`src/rtl/wb_pipe_stage_if.sv`:
```
// MEM->WB bundle and handshake bus: slave is the stage's view, master the surrounding core.
// result_w is present only when WB_RESULT_MUX_EN is defined.
interface wb_pipe_stage_if #(
  parameter int DATA_W = 32,
  parameter int REG_AW = 5
);
  logic              valid_m;
  logic              ready_m;
  logic              regwrite_m;
  logic              memtoreg_m;
  logic [DATA_W-1:0] aluout_m;
  logic [DATA_W-1:0] readdata_m;
  logic [REG_AW-1:0] writereg_m;
  logic              flush;
  logic              valid_w;
  logic              ready_w;
  logic              regwrite_w;
  logic              memtoreg_w;
  logic [DATA_W-1:0] aluout_w;
  logic [DATA_W-1:0] readdata_w;
  logic [REG_AW-1:0] writereg_w;
  logic [1:0]        occ_w;
`ifdef WB_RESULT_MUX_EN
  logic [DATA_W-1:0] result_w;
`endif

  modport slave (
    input  valid_m, regwrite_m, memtoreg_m, aluout_m, readdata_m, writereg_m,
    input  flush, ready_w,
    output ready_m, valid_w, regwrite_w, memtoreg_w, aluout_w, readdata_w,
    output writereg_w, occ_w
`ifdef WB_RESULT_MUX_EN
    , output result_w
`endif
  );

  modport master (
    output valid_m, regwrite_m, memtoreg_m, aluout_m, readdata_m, writereg_m,
    output flush, ready_w,
    input  ready_m, valid_w, regwrite_w, memtoreg_w, aluout_w, readdata_w,
    input  writereg_w, occ_w
`ifdef WB_RESULT_MUX_EN
    , input result_w
`endif
  );
endinterface

```
`src/rtl/wb_pipe_stage.sv`:
```
// Elastic MEM->WB stage: head + skid register, registered ready_m, synchronous flush.
// Optional in-stage writeback mux enabled by defining WB_RESULT_MUX_EN.
module wb_pipe_stage #(
  parameter int DATA_W = 32,
  parameter int REG_AW = 5
) (
  input  logic             clock,
  input  logic             reset,
  wb_pipe_stage_if.slave   bus
);
  localparam int BW = 2 + 2 * DATA_W + REG_AW;

  // State encoding equals the number of held bundles, so occ_w is the state itself.
  localparam logic [1:0] ST_EMPTY = 2'd0;
  localparam logic [1:0] ST_ONE   = 2'd1;
  localparam logic [1:0] ST_FULL  = 2'd2;

  logic [1:0]    state_q, state_d;
  logic          ready_q, ready_d;
  logic [BW-1:0] head_q, head_d;
  logic [BW-1:0] skid_q, skid_d;

  logic          valid_w_int;
  logic          accept;
  logic          drain;
  logic [BW-1:0] in_bundle;

  logic              head_regwrite;
  logic              head_memtoreg;
  logic [DATA_W-1:0] head_aluout;
  logic [DATA_W-1:0] head_readdata;
  logic [REG_AW-1:0] head_writereg;

  assign in_bundle   = {bus.regwrite_m, bus.memtoreg_m, bus.aluout_m,
                        bus.readdata_m, bus.writereg_m};
  assign valid_w_int = (state_q != ST_EMPTY);
  assign accept      = bus.valid_m & ready_q;
  assign drain       = valid_w_int & bus.ready_w;

  always_comb begin
    state_d = state_q;
    head_d  = head_q;
    skid_d  = skid_q;
    if (bus.flush) begin
      state_d = ST_EMPTY;
    end else begin
      case (state_q)
        ST_EMPTY: begin
          if (accept) begin
            state_d = ST_ONE;
            head_d  = in_bundle;
          end
        end
        ST_ONE: begin
          if (accept && drain) begin
            head_d = in_bundle;
          end else if (accept) begin
            state_d = ST_FULL;
            skid_d  = in_bundle;
          end else if (drain) begin
            state_d = ST_EMPTY;
          end
        end
        ST_FULL: begin
          // The skid entry is older than anything upstream, so it always moves to head first.
          if (drain) begin
            state_d = ST_ONE;
            head_d  = skid_q;
          end
        end
        default: state_d = ST_EMPTY;
      endcase
    end
    ready_d = (state_d != ST_FULL);
  end

  always_ff @(posedge clock or negedge reset) begin
    if (!reset) begin
      state_q <= ST_EMPTY;
      ready_q <= 1'b1;
      head_q  <= '0;
      skid_q  <= '0;
    end else begin
      state_q <= state_d;
      ready_q <= ready_d;
      head_q  <= head_d;
      skid_q  <= skid_d;
    end
  end

  assign head_writereg = head_q[REG_AW-1:0];
  assign head_readdata = head_q[REG_AW +: DATA_W];
  assign head_aluout   = head_q[REG_AW + DATA_W +: DATA_W];
  assign head_memtoreg = head_q[BW-2];
  assign head_regwrite = head_q[BW-1];

  assign bus.ready_m    = ready_q;
  assign bus.valid_w    = valid_w_int;
  assign bus.occ_w      = state_q;
  assign bus.memtoreg_w = head_memtoreg;
  assign bus.aluout_w   = head_aluout;
  assign bus.readdata_w = head_readdata;
  assign bus.writereg_w = head_writereg;
  // Bubbles and writes to $0 must never reach the register file.
  assign bus.regwrite_w = head_regwrite & valid_w_int & (head_writereg != '0);

`ifdef WB_RESULT_MUX_EN
  assign bus.result_w = head_memtoreg ? head_readdata : head_aluout;
`endif
endmodule

```
`src/flat_wrapper.sv`:
```
// flat-port wrapper written by rule: the top's interface ports become plain ports
module wb_pipe_stage_flat 
#(
  parameter int DATA_W = 32,
  parameter int REG_AW = 5
)
  (clock, reset, bus_valid_m, bus_regwrite_m, bus_memtoreg_m, bus_aluout_m, bus_readdata_m, bus_writereg_m, bus_flush, bus_ready_w, bus_ready_m, bus_valid_w, bus_regwrite_w, bus_memtoreg_w, bus_aluout_w, bus_readdata_w, bus_writereg_w, bus_occ_w);
  wb_pipe_stage_if #(.DATA_W(DATA_W), .REG_AW(REG_AW)) bus_i ();
  input  logic clock;
  input  logic reset;
  input wire logic [$bits(bus_i.valid_m)-1:0] bus_valid_m;
  input wire logic [$bits(bus_i.regwrite_m)-1:0] bus_regwrite_m;
  input wire logic [$bits(bus_i.memtoreg_m)-1:0] bus_memtoreg_m;
  input wire logic [$bits(bus_i.aluout_m)-1:0] bus_aluout_m;
  input wire logic [$bits(bus_i.readdata_m)-1:0] bus_readdata_m;
  input wire logic [$bits(bus_i.writereg_m)-1:0] bus_writereg_m;
  input wire logic [$bits(bus_i.flush)-1:0] bus_flush;
  input wire logic [$bits(bus_i.ready_w)-1:0] bus_ready_w;
  output wire logic [$bits(bus_i.ready_m)-1:0] bus_ready_m;
  output wire logic [$bits(bus_i.valid_w)-1:0] bus_valid_w;
  output wire logic [$bits(bus_i.regwrite_w)-1:0] bus_regwrite_w;
  output wire logic [$bits(bus_i.memtoreg_w)-1:0] bus_memtoreg_w;
  output wire logic [$bits(bus_i.aluout_w)-1:0] bus_aluout_w;
  output wire logic [$bits(bus_i.readdata_w)-1:0] bus_readdata_w;
  output wire logic [$bits(bus_i.writereg_w)-1:0] bus_writereg_w;
  output wire logic [$bits(bus_i.occ_w)-1:0] bus_occ_w;
  assign bus_i.valid_m = bus_valid_m;
  assign bus_i.regwrite_m = bus_regwrite_m;
  assign bus_i.memtoreg_m = bus_memtoreg_m;
  assign bus_i.aluout_m = bus_aluout_m;
  assign bus_i.readdata_m = bus_readdata_m;
  assign bus_i.writereg_m = bus_writereg_m;
  assign bus_i.flush = bus_flush;
  assign bus_i.ready_w = bus_ready_w;
  assign bus_ready_m = bus_i.ready_m;
  assign bus_valid_w = bus_i.valid_w;
  assign bus_regwrite_w = bus_i.regwrite_w;
  assign bus_memtoreg_w = bus_i.memtoreg_w;
  assign bus_aluout_w = bus_i.aluout_w;
  assign bus_readdata_w = bus_i.readdata_w;
  assign bus_writereg_w = bus_i.writereg_w;
  assign bus_occ_w = bus_i.occ_w;
  wb_pipe_stage #(.DATA_W(DATA_W), .REG_AW(REG_AW)) u_core (.clock(clock), .reset(reset), .bus(bus_i));
endmodule
```
`config.mk`:
```
export PLATFORM = sky130hd
export DESIGN_NAME = wb_pipe_stage_flat
export DESIGN_NICKNAME = d
export VERILOG_FILES = /design/src/rtl/wb_pipe_stage_if.sv /design/src/rtl/wb_pipe_stage.sv /design/src/flat_wrapper.sv
export SDC_FILE = /design/constraint.sdc
export NUM_CORES = 1
export LEC_CHECK = 0
export ABC_AREA = 0
export CELL_PAD_IN_SITES_DETAIL_PLACEMENT = 0
export CELL_PAD_IN_SITES_GLOBAL_PLACEMENT = 2
export CORE_MARGIN = 8
export CORE_UTILIZATION = 23
export CTS_CLUSTER_SIZE = 14
export DETAILED_ROUTE_END_ITERATION = 6
export MAX_ROUTING_LAYER = met4
export PLACE_DENSITY = 0.64
export RECOVER_POWER = 50
export SKIP_LAST_GASP = 1
export SYNTH_ARGS = -nofsm -noshare
export SYNTH_HDL_FRONTEND = slang
export SYNTH_SLANG_ARGS = --single-unit
```
`constraint.sdc`:
```
create_clock -name clock -period 1.8 [get_ports clock]
set_clock_uncertainty 0.2 [all_clocks]
set_input_delay 0.45 -clock clock [delete_from_list [all_inputs] [get_ports clock]]
set_output_delay 0.45 -clock clock [all_outputs]
set_load 0.005 [all_outputs]
```
; Word-level counts from Yosys, hierarchy flattened
; Cells that the tools add are included.
[classes]
n_eq_ne = 6
mux = 11
bitwise_logic = 6
reduce_logical = 7
[ops]
columns = cell, n
row1 = 2-to-1 mux 71 bit, 3
row2 = one-hot mux 71 bit (3 select lines), 1
row3 = 2-to-1 mux 2 bit, 6
row4 = inequality test 2 x 1 -> 1 bit (second input constant), 3
row5 = one-hot mux 2 bit (3 select lines), 1
row6 = AND reduction 5 bit, 1
row7 = nonzero test 5 bit, 1
row8 = bitwise AND 1 bit, 4
row9 = AND reduction 4 bit, 1
row10 = nonzero test 3 bit, 1
row11 = == test 2 x 1 -> 1 bit (second input constant), 1
row12 = == test 2 bit (second input constant), 1
row13 = zero test 2 bit, 1
row14 = inequality test 2 bit (second input constant), 1
row15 = NOT 1 bit, 2
row16 = nonzero test 2 bit, 1
row17 = logical AND 1 bit, 1
[totals]
regBits = 145
in_bits = 76
out_inout_bits = 75
wordCells = 34

; Depth between registers and ports, before layout
; Gate-level depths: netlist (run 1).
[depth]
ltp_word = 8
mapped_depth = 7
mapped_depth_nobuf = 4

; Worst setup path after synthesis (run 1)
; OpenSTA, ideal clock, no wires.
[synth_path]
path_type = reg2reg
from = register u_core.ready_q (netlist: u_core.bus.ready_m)
to = register u_core.skid_q[0]
setup_time_ns = 0.125
arrival_ns = 1.411
t_required_ns = 1.475
setup_slack_ns = 0.064
path_stages_with_launch = 6
path_buffers = 2
period_less_slack_ns = 1.736
cell_sequence = dfstp_2 -> and2_1 -> buf_2 -> nand3_4 -> buf_6 -> mux2_4
[synth_via]
elab_chain_len = 4
[synth_lines]
columns = element, line_no
row1 = from (decl), wb_pipe_stage.sv:19  ; logic ready_q, ready_d;
row2 = from (signal assigned), wb_pipe_stage.sv:85  ; ready_q <= ready_d;
row3 = bitwise AND 1 bit (*), wb_pipe_stage.sv:37  ; assign accept = bus.valid_m & ready_q;
row4 = logical AND 1 bit, wb_pipe_stage.sv:55  ; if (accept && drain) begin
row5 = NOT 1 bit (no line), n/a
row6 = AND reduction 4 bit (no line) (*), n/a
row7 = to (signal assigned), wb_pipe_stage.sv:87  ; skid_q <= skid_d;
row8 = to (decl), wb_pipe_stage.sv:21  ; logic [BW-1:0] skid_q, skid_d;
; Every way passes the cells marked *; elsewhere a longest branch is shown, timed or not.
; A chain may end at the register's enable or synchronous reset.

; Worst setup path in the final report (run 1)
[layout_path]
from = register u_core.head_q[2]
to = output port bus_regwrite_w
[layout_via]
elab_chain_len = 2
[layout_lines]
columns = element, line_no
row1 = from (decl), wb_pipe_stage.sv:20  ; logic [BW-1:0] head_q, head_d;
row2 = from (signal assigned), wb_pipe_stage.sv:81  ; head_q <= '0;
row3 = from (signal assigned), wb_pipe_stage.sv:86  ; head_q <= head_d;
row4 = nonzero test 5 bit, wb_pipe_stage.sv:105  ; assign bus.regwrite_w = head_regwrite & valid_w_int & (head_writereg != '0);
row5 = bitwise AND 1 bit, wb_pipe_stage.sv:105
row6 = to (decl), flat_wrapper.sv:21  ; output wire logic [$bits(bus_i.regwrite_w)-1:0] bus_regwrite_w;
; Every way passes these cells.

==> out/summary.md, run 1 <==
The flow ran to the end, but the final reports show violations. The checks that failed: negative setup slack. The tools report the final-report max-slew violation count as 0.

The area growth from synthesis to layout came out at 60.7%. Dividing the final minimum period by the clock period gives 129%. Most heavily used metal layer in global routing: met2. The total DRC errors in the routed layout was 0; the final setup violation count was 145. The met3 routing resource usage after global routing came out at 2.89%.

Path type of the worst setup path: reg2out. The logs give 36,100 µm² for the area of the die and 624 for the synthesized netlist net count. Total leakage power: 5.16 nW. Including well taps, the total number of placed cells is 1,015. For this run, the leading register cell type out of synthesis is dfrtp_1. The area of the core was 29,700 µm²; the clock-pin slew reported for the worst setup and hold paths after clock tree synthesis was 0.06 ns.

151 I/O pins were placed. At the pin with the least slew margin, the transition time is 0.663 ns. The worst setup path is captured at an output port. In the final design database the tool counted 797 nets. For the number of buffers inserted during clock tree synthesis, the log shows 17. For this block, the via count after detailed routing is 4,789. For the worst path setup slack after routing, the log shows -0.519 ns. For the worst setup path, the data arrival time is 1.67 ns.

Global routing finished with a remaining overflow of 0. In the routed layout, each cell is associated on average with a via count of 4.26. The run gives 11,600 µm as the estimated wirelength of the detail-placed design. The tools report the worst-case vdd ir drop as 561 µV. The average instance in the mapped netlist occupies 12.7 µm². Counting along the longest clock path gives a buffer depth of 2. For the share of the yosys chip area belonging to registers, the log shows 52.2%. Total number of clock tree sinks: 145. The final critical delay including setup and external delays was 2.32 ns; the number of cells in the finished layout apart from fillers was 1,125.

The number of instances in the synthesized netlist was 548. Global routing consumed, over all layers together, 14.1% of the routing resources. In this run the core area contains 63 standard-cell rows. The logs give 0 for the number of hold-slack violations in the final timing report and 24,100 µm for the post-detailed-routing wire length. Total standard cell area after synthesis: 6950 µm². Once layout is complete, the utilization of the core stands at 37.6%.

Number of filler cells placed in the layout: 2,850. The fraction of layout instances using a drive strength above 1 came out at 47.7%. TritonCTS built the clock tree. The vertical die dimension is 190 µm, and the maximum number of pins on one net before global-route repair is 39.

Setup repair after global routing could not meet its margin everywhere. At the end of routability-driven placement, the weighted congestion stood at 0.707. In this run the power density over the cells is 1030 nW/µm². The initial utilization of the core area, before any placement, comes to 23.4%. The flip-flop and latch count after synthesis is 145. At the worst endpoint, the required time is 1.15 ns. Global routing used 19.8% of the available met1 tracks. At the later pin of the worst-skew pair, clock insertion delay measures 0.41 ns. The maximum clock rate is 0.431 GHz. STA classifies the critical path startpoint as a flop.

In this run the remaining antenna-violating nets after routing total 0. For the count of yosys warnings during synthesis, the log shows 0. Yosys mapped a number of flops with a built-in enable equal to 0. Worst min-delay path category: reg2reg.

Global routing used 20.7% of the available met2 tracks. Dividing the detail-routed wire length by the instance count gives 21.4 µm. In this run, distinct cell masters in the synthesized netlist total 27.

The number of antenna violations at the first check in global routing is 1, and the async set or reset register ratio after synthesis is 100%. The total of buffers placed on input and output ports works out to 150. The floorplan step set the die width to 190 µm. The design draws 11.6 mW.

The cell taking the most area after synthesis is dfrtp_1. The number of iterations in the first detailed-routing pass was 4. The tree is rooted in a clkbuf_16.

The wire length of the first global-routing pass was 36,700 µm; the share of Yosys cell area claimed by the top area cell type was 51.8%. For the worst slew margin relative to its limit, the log shows 55.8%. Of all nets on the critical path, the largest fanout is 2. CTS built an H-tree with a depth of 4. The via count of the first global-routing pass was 5,471; the count of maximum capacitance violations was 0.

The first routing iteration left 189 violations. Yosys attributes the largest share of cell area to dfrtp_1 52%, mux2_4 15%, mux2i_1 11%.
[timing repair]
action | in CTS | in global routing
buffers inserted | 37 | 15
gates resized for setup | 338 | 113
gates cloned | 40 | 0
pin swaps | 87 | 19
setup endpoints to repair | 209 | 164
hold endpoints to repair | 31 | 0
hold buffers | 1 | 0
[power breakdown]
part           switching [mW]  internal [mW]  total [mW]
Combinational            1.13           1.99        3.12
Sequential              0.567           4.06        4.62
Clock                    1.49           2.33        3.82
[area by class of cell]
cell class	instances	area, µm²	area share (%)
Antenna cell	1	2.50	0.0224
Clock buffer	19	433	3.87
Clock inverter	13	185	1.66
Inverter	1	3.75	0.0336
Multi-Input combinational cell	303	3280	29.3
Sequential cell	145	3630	32.5
Tap cell	390	488	4.37
Timing Repair Buffer	253	3160	28.2
[path summary, 6_finish.rpt]
kind,cells past startpoint,slack [ns],endpoint,startpoint
max reg2reg,10,-0.24,u_core.head_q[33],u_core.bus.occ_w[0]
min,2,0.30,u_core.head_q[7],u_core.head_q[7]
max in group asynchronous,3,0.22,u_core.skid_q[51],reset
min reg2reg,2,0.30,u_core.head_q[7],u_core.head_q[7]
max,3,-0.52,bus_regwrite_w,u_core.head_q[2]
min in group asynchronous,2,0.45,u_core.head_q[26],reset
[synthesized netlist by cell type, drive strengths merged, types with 2 or more instances]
master	instances
buf	94
dfrtp	144
nor2	2
mux2	71
nand2b	2
mux2i	73
clkbuf	6
o21ai	71
nand2	71
[stage by stage]
stage | setup TNS [ns] | setup WS (ns) | hold slack, ns | area, µm²
6_report | -17.35 | -0.519 | 0.302 | 11200
5_1_grt | -27.95 | -0.587 | 0.319 | 11200
4_1_cts | -22.03 | -0.560 | 0.281 | 11000
3_5_place_dp | -68.39 | -0.537 | 0.223 | 8500
3_3_place_gp | -65.01 | -0.488 | 0.220 | 8500
2_1_floorplan | 0 | 0.0637 | -0.0456 | 6950
[flip-flops by register name (all words and copies together), names as in the netlist]
signal and cells:
u_core.skid_q 71, u_core.head_q 71, u_core.bus.occ_w 2, u_core.bus.ready_m 1
[worst max-delay path: stages, from the launching register on]
cell and delay, ns:
dfrtp_1 0.37, or4_1 0.52, o211a_1 0.23, buf_2 0.13
[cells in the final DEF (no fill, tap or decap), types with 2 or more instances in the layout]
master           instances
nand2_4                 55
bufinv_16                4
buf_16                  32
buf_4                   31
mux2_4                  71
clkinvlp_4               2
dlygate4sd2_1           61
clkbuf_16               17
inv_6                    2
dfrtp_1                143
clkbuf_1                 2
mux2i_1                 72
clkdlybuf4s15_1          5
buf_2                    6
o21ai_1                 19
clkdlybuf4s50_1         73
clkinv_2                 3
o21ai_2                 51
buf_6                   15
buf_12                  24
nand3_4                  2
clkinv_4                 2
clkbuf_2                 3
nand2_2                 16
[kinds of logic after synthesis]
kind of cell    after synthesis  share of synthesized area (%)
flops                       145                           52.2
mux                         144                           25.8
buf+inv                     101                           10.9
simple gates                 83                           5.33
compound gates               75                           5.81
[per-layer routing]
metal	vias to the layer above	share of wire [%]
met4	0	0.73
met1	2480	50
li1	2192	-
met3	11	3.7
met2	106	46
met5	-	0
Power figures use the tool's default switching activity.
==> run 2, diff against run 1 <==
Settings changed: CORE_UTILIZATION 23 to 31, PLACE_DENSITY 0.64 to 0.84.
==> run 2 against run 1 <==
Non-clock buffer count increased by 17. Largest power group unchanged. Clock power decreased by 6.3%. The flow still finishes with violations (negative setup slack). Maximum frequency increased by 0.38%. Sequential share of layout area decreased by 0.61 points. Largest cell class unchanged.
==> out/summary.md, run 2 (synthesis gave the netlist of run 1 again) <==
Most common cell after layout, fill and taps aside: dfrtp_1 (unchanged). The overall routing resource usage came out at 16.5% (was 14.1%). For the area of the die, the log shows 27,500 µm² (was 36,100 µm²). The clock-pin slew reported for the worst setup and hold paths after clock tree synthesis is 0.07 ns (was 0.06 ns). The via count of the first global-routing pass is 5,453 (was 5,471), and the fraction of layout instances using a drive strength above 1 is 48.7% (was 47.7%).

The run gives 0 (was 1) as the number of antenna violations at the first check in global routing. The number of iterations in the first detailed-routing pass was 4 (unchanged); the number of nets in the finished design was 813 (was 797). The worst min-delay path category is reg2reg (unchanged). The tools report the final core utilization as 51.1% (was 37.6%). Nature of the critical path endpoint: an output port (unchanged). The worst-case setup slack after placement was -0.530 ns (was -0.537 ns); the starting DRC count in detailed routing was 246 (was 189). The area growth from synthesis to layout was 63.7% (was 60.7%).

The tools report the worst-case vdd ir drop as 498 µV (was 561 µV). The count of maximum capacitance violations was 0 (unchanged); the total design power was 11.3 mW (was 11.6 mW). The run gives 1.15 ns (about the same) as the required time of the worst setup path.

The routability-driven placement congestion ratio came out at 0.743 (was 0.707). The estimated wirelength of the detail-placed design was 10,900 µm (was 11,600 µm); the floorplan die width was 166 µm (was 190 µm). Commonest non-fill, non-tap cells in the layout: 144 x dfrtp_1, 72 x clkdlybuf4s50_1, 71 x mux2_4 (was 143 x dfrtp_1, 73 x clkdlybuf4s50_1, 72 x mux2i_1). The routed wire length per instance was 22.6 µm (was 21.4 µm). Failing checks: negative setup slack (unchanged).

For the remaining number of nets flagged by the antenna check after routing, the log shows 0 (unchanged). The run gives 8440 µm² (was 8500 µm²) as the area of placed instances. The post-detailed-routing wire length came out at 23,400 µm (was 24,100 µm). The via density per instance works out to 4.75 (was 4.26). TritonCTS built the clock tree. The largest driver fanout on the critical path was 2 (unchanged); the cell area power density was 990 nW/µm² (was 1030 nW/µm²).

The share of the cycle needed by the critical path after routing was 128% (was 129%). The via count was 4,912 (was 4,789). The latest clock arrival within the worst-skew pair is 0.41 ns (about the same). Setup repair after global routing could not meet its margin everywhere. The logs give 31.2% (was 23.4%) for the initial core utilization and 145 (unchanged) for the total number of clock tree sinks.

The tools report the clock tree root buffer cell as clkbuf_16 (unchanged). The wire length of the first global-routing pass was 33,800 µm (was 36,700 µm); the post-layout instance area was 11,400 µm² (was 11,200 µm²). The total leakage power was 5.31 nW (was 5.16 nW). The run finished, with violations left. The antenna diode instance count is 0 (was 1).

The total of buffers placed on input and output ports was 150 (unchanged). The total DRC errors in the routed layout came out at 0 (unchanged). The worst slew margin relative to its limit came out at 26.6% (was 55.8%). For the H-tree level count, the log shows 4 (unchanged). The slew at the pin closest to its max-slew limit was 1.10 ns (was 0.663 ns); the vertical die dimension was 166 µm (was 190 µm). Path type of the worst setup path: reg2out (unchanged). The number of core rows was 55 (was 63). The maximum buffer depth of the clock tree is 2 (unchanged), and the boundary pin count is 151 (unchanged). The run gives -0.510 ns (was -0.519 ns) as the worst path setup slack after routing. The run gives 0.433 GHz (was 0.431 GHz) as the maximum clock rate.

The data arrival time at the worst-slack endpoint was 1.66 ns (was 1.67 ns). For the total negative slack, the log shows -16.97 ns (was -17.35 ns). The maximum number of pins on one net before global-route repair was 39 (unchanged).

The overall overflow remaining after global route is 0 (unchanged), and the final-report max-slew violation count is 0 (unchanged). The number of buffers inserted during clock tree synthesis is 17 (unchanged). The number of cells in the finished layout apart from fillers was 1,035 (was 1,125); the final critical delay including setup and external delays was 2.31 ns (was 2.32 ns).

The placed cell count is 918 (was 1,015). The number of hold-slack violations in the final timing report came out at 0 (unchanged). The kind of start point of the critical path is a flop (unchanged). The worst hold slack was 0.285 ns (was 0.302 ns); the final setup violation count was 156 (was 145). The tools report the area of the core as 22,300 µm² (was 29,700 µm²).
-- run 2: changes by cell type in the layout (fill, tap and decap cells not counted), sizes merged, moves of 2 or more --
cell,previous run,this run
bufinv,4,2
dlygate4sd2,61,67
buf,109,118
clkbuf,23,32
clkdlybuf4s15,5,0
-- run 2: worst max-delay path: stages, from the launching register on --
cell	delay, ns
dfrtp_1	0.38
or4_1	0.51
o211a_1	0.23
buf_2	0.13
-- run 2: path summary, 6_finish.rpt --
path,from,to,slack [ns],depth (start not counted)
max,u_core.head_q[4],bus_regwrite_w,-0.51,3
min in group asynchronous,reset,u_core.head_q[43],0.58,2
min,u_core.head_q[62],u_core.head_q[62],0.28,2
min reg2reg,u_core.head_q[62],u_core.head_q[62],0.28,2
max reg2reg,u_core.bus.occ_w[1],u_core.head_q[59],-0.18,10
max in group asynchronous,reset,u_core.head_q[38],-0.01,3
-- run 2: repair_timing --
action	CTS	global route
setup endpoints to repair	214	149
gates cloned	38	10
hold buffers	1	0
setup buffers	39	24
pin swaps	36	46
resized for setup	279	189
endpoints found under the hold margin	29	0
-- run 2: report_power, final --
part | switching, mW | internal [mW]
Clock | 1.46 | 2.12
Sequential | 0.626 | 4.06
Combinational | 1.08 | 1.92
-- run 2: area by class of cell --
| type | count | area (µm²) |
|---|---|---|
| Inverter | 1 | 3.75 |
| Clock buffer | 20 | 457 |
| Timing Repair Buffer | 270 | 3530 |
| Multi-Input combinational cell | 302 | 3280 |
| Sequential cell | 145 | 3630 |
| Fill cell | 1899 | 10900 |
| Tap cell | 285 | 357 |
| Clock inverter | 12 | 133 |
-- run 2: layer usage --
metal	vias to the layer above	GRT usage, %	share of wire (%)
li1	2215	-	-
met1	2530	19.9	44
met5	-	-	0
met3	27	4.59	4.6
met4	0	5.29	1.9
met2	140	26.2	49
==> run 3, diff against run 2 <==
Settings changed: CELL_PAD_IN_SITES_DETAIL_PLACEMENT 0 to 1, CELL_PAD_IN_SITES_GLOBAL_PLACEMENT 2 to 1, CORE_UTILIZATION 31 to 37.
==> run 3 against run 2 <==
The flow still finishes with violations (negative setup slack). Via count is 0.96% lower. Setup slack worse by 0.020 ns. Clock power is 2% higher. Register-to-register slack better by 0.11 ns. Maximum frequency is 0.86% lower. Core utilization is 6.7 points higher. Critical endpoint unchanged.
==> out/summary.md, run 3 (synthesis gave the netlist of run 1 again) <==
The flow ran to the end, but the final reports show violations. Failing checks: negative setup slack (unchanged). The area growth from synthesis to layout came out at 54.3% (was 63.7%). The tools report the initial core utilization as 37.4% (was 31.2%).

The power dissipated by switching net loads is 3.24 mW (was 3.17 mW). The worst min-delay path category is reg2reg (unchanged). The floorplan die width is 153 µm (was 166 µm).

For the maximum number of pins on one net before global-route repair, the log shows 36 (was 39). The worst slew margin relative to its limit is 36.7% (was 26.6%), and the clock-pin slew reported for the worst setup and hold paths after clock tree synthesis is 0.06 ns (was 0.07 ns). The wire length of the first global-routing pass was 35,800 µm (was 33,800 µm). The final-report max-slew violation count was 0 (unchanged); the H-tree level count was 4 (unchanged). The power share of the sequential group was 41.8% (was 41.6%); the total design power was 11.3 mW (about the same). The start point of the critical path was u_core.head_q[0] (was u_core.head_q[4]). The starting DRC count in detailed routing is 132 (was 246), and the required time of the worst setup path is 1.15 ns (about the same). The tools report the clock tree root buffer cell as clkbuf_16 (unchanged). For the via count, the log shows 4,865 (was 4,912). The number of buffers inserted during clock tree synthesis was 17 (unchanged); the post-layout instance area was 10,700 µm² (was 11,400 µm²). The clock share of power was 32.5% (was 31.8%). The routability-driven placement congestion ratio was 0.758 (was 0.743); the proportion of total power due to net switching was 28.7% (was 28.1%). Slew at the pin closest to its max-slew limit: 0.949 ns (was 1.10 ns).

Wire length on met2: 12,600 µm (was 11,600 µm). Remaining number of nets flagged by the antenna check after routing: 0 (unchanged). The run gives 955 (was 1,035) as the number of cells in the finished layout apart from fillers.

The tools report the termination of the worst setup path as bus_regwrite_w (unchanged). For the data arrival time at the worst-slack endpoint, the log shows 1.68 ns (was 1.66 ns). The estimated wirelength of the detail-placed design was 12,100 µm (was 10,900 µm); the share of the cycle needed by the critical path after routing was 129% (was 128%). The logs give 8.03 mW (was 8.10 mW) for the cell internal power dissipation and 0.41 ns (about the same) for the latest clock arrival within the worst-skew pair. The boundary pin count came out at 151 (unchanged). The fraction of layout instances using a drive strength above 1 is 43.8% (was 48.7%), and the area of the die is 23,400 µm² (was 27,500 µm²). The cell area power density is 1050 nW/µm² (was 990 nW/µm²). The total negative slack came out at -3.03 ns (was -16.97 ns). The cell count of the worst hold path was 2 (unchanged).

The tools report the part of the total power dissipated in combinational logic as 25.7% (was 26.6%). Commonest non-fill, non-tap cells in the layout: 144 x dfrtp_1, 72 x clkdlybuf4s50_1, 71 x mux2_4 (unchanged). The tools report the number of filler cells placed in the layout as 1,761 (was 1,899).

The kind of start point of the critical path was a flop (unchanged). The delay of the slowest critical-path stage was 0.55 ns (was 0.51 ns). The overall routing resource usage is 20.5% (was 16.5%), and the worst-case setup slack after placement is -0.532 ns (was -0.530 ns).

The sum of met3 wire segment lengths after detailed routing is 754 µm (was 1080 µm). Path type of the worst setup path: reg2out (unchanged). The number of antenna violations at the first check in global routing was 1 (was 0); the via density per instance was 5.09 (was 4.75). The maximum buffer depth of the clock tree is 2 (unchanged), and the placed cell count is 858 (was 918). The final critical delay including setup and external delays came out at 2.33 ns (was 2.31 ns).

The total of buffers placed on input and output ports is 150 (unchanged). The total leakage power was 4.96 nW (was 5.31 nW). The capture point of the worst reg-to-reg path is u_core.head_q[11] (was u_core.head_q[59]). Depth of the worst register-to-register path: 9 (was 10). For the maximum clock rate, the log shows 0.429 GHz (was 0.433 GHz). The routed wire length per instance was 24.7 µm (was 22.6 µm); the area used by multi-input combinational logic was 3280 µm² (about the same). The overall overflow remaining after global route was 0 (unchanged); the count of maximum capacitance violations was 0 (unchanged). TritonCTS built the clock tree.

The setup slack of the worst register-to-register path was -0.07 ns (was -0.18 ns); the area of the core was 18,600 µm² (was 22,300 µm²). The run gives 5,911 (was 5,453) as the via count of the first global-routing pass. The worst path setup slack after routing is -0.530 ns (was -0.510 ns). The tools report the startpoint of the worst-slack reg-to-reg timing path as u_core.bus.occ_w[1] (unchanged). The tools report the number of nets in the finished design as 783 (was 813). The worst hold slack came out at 0.273 ns (was 0.285 ns). The vertical die dimension is 153 µm (was 166 µm).

The largest driver fanout on the critical path was 2 (unchanged); the number of iterations in the first detailed-routing pass was 5 (was 4). Critical-path cell list: or4_1 -> o211a_1 -> buf_2 (unchanged). Area of all sequential standard cells: 3630 µm² (unchanged).

Setup repair after global routing could not meet its margin everywhere. The logs give 50 (was 55) for the number of core rows and 608 µV (was 498 µV) for the worst-case vdd ir drop. The number of hold-slack violations in the final timing report is 0 (unchanged), and the post-detailed-routing wire length is 23,600 µm (was 23,400 µm). The nature of the critical path endpoint was an output port (unchanged). The final core utilization was 57.8% (was 51.1%).

The highest layer used for signal routing is met4 (unchanged). The final setup violation count was 90 (was 156); the detailed-routing wirelength on met1 was 9840 µm (was 10,300 µm). Total DRC errors in the routed layout: 0 (unchanged).

The most common cell after layout, fill and taps aside is dfrtp_1 (unchanged). Standard cell with the maximum stage delay on the critical path: or4_1 (unchanged). The total number of clock tree sinks was 145 (unchanged); the area of placed instances was 8340 µm² (was 8440 µm²).
run 3: changes by cell type in the layout (fill, tap and decap cells not counted), sizes merged:
cell           delta
buf              -22
clkbuf           -10
clkdlybuf4s15     +2
clkinv            -2
clkinvlp          -1
diode             +1
dlygate4sd2       -1
inv               +3
nand3             +1
run 3: area by class of cell:
class                      count  area share (%)
sequential                   145            33.8
timing repair buffer         239            27.1
inverter                       1          0.0350
clock inverter                12            1.35
tap                          234            2.73
clock buffer                  20            4.35
antenna                        1          0.0233
multi-input combinational    303            30.6
run 3: power groups by stage:
stage                     Sequential (mW)  Clock, mW  Combinational (mW)
after CTS                            4.56       3.73                2.68
after global routing                 4.79       3.88                3.10
final                                4.71       3.66                2.90
after detailed placement             4.58          0                2.35
after global placement               4.53          0                2.21
after floorplan                      4.42          0                1.58
run 3: layer usage:
layer | GRT usage, % | up-vias
met4 | 6.74 | 0
met2 | 35.1 | 130
met3 | 4.09 | 34
met1 | 23.9 | 2544
met5 | - | -
li1 | - | 2157
run 3: repair_timing:
item                                   in CTS  in global routing
hold buffers                                1                  0
buffers inserted                           33                 16
setup endpoints to repair                 196                153
endpoints found under the hold margin      30                  0
resized for setup                         262                133
pin swaps                                  40                 33
cloned                                     30                  0
run 3: worst max-delay path: cells and delay by family (launching register included):
kind	cells	cell delay, ns
buffers and inverters	1	0.13
AOI/OAI and AO/OA	1	0.23
DFF	1	0.37
and+or+nand+nor	1	0.55
run 3: how the worst min path moves through the flow:
stage / slack [ns] / to / from
6_report: 0.27 / u_core.head_q[55] / u_core.head_q[55]
5_1_grt: 0.31 / u_core.head_q[46] / u_core.head_q[46]
4_1_cts: 0.28 / u_core.head_q[55] / u_core.head_q[55]
3_5_place_dp: 0.19 / u_core.head_q[48] / reset
3_3_place_gp: 0.18 / u_core.head_q[48] / reset
2_1_floorplan: -0.05 / u_core.bus.occ_w[0] / reset
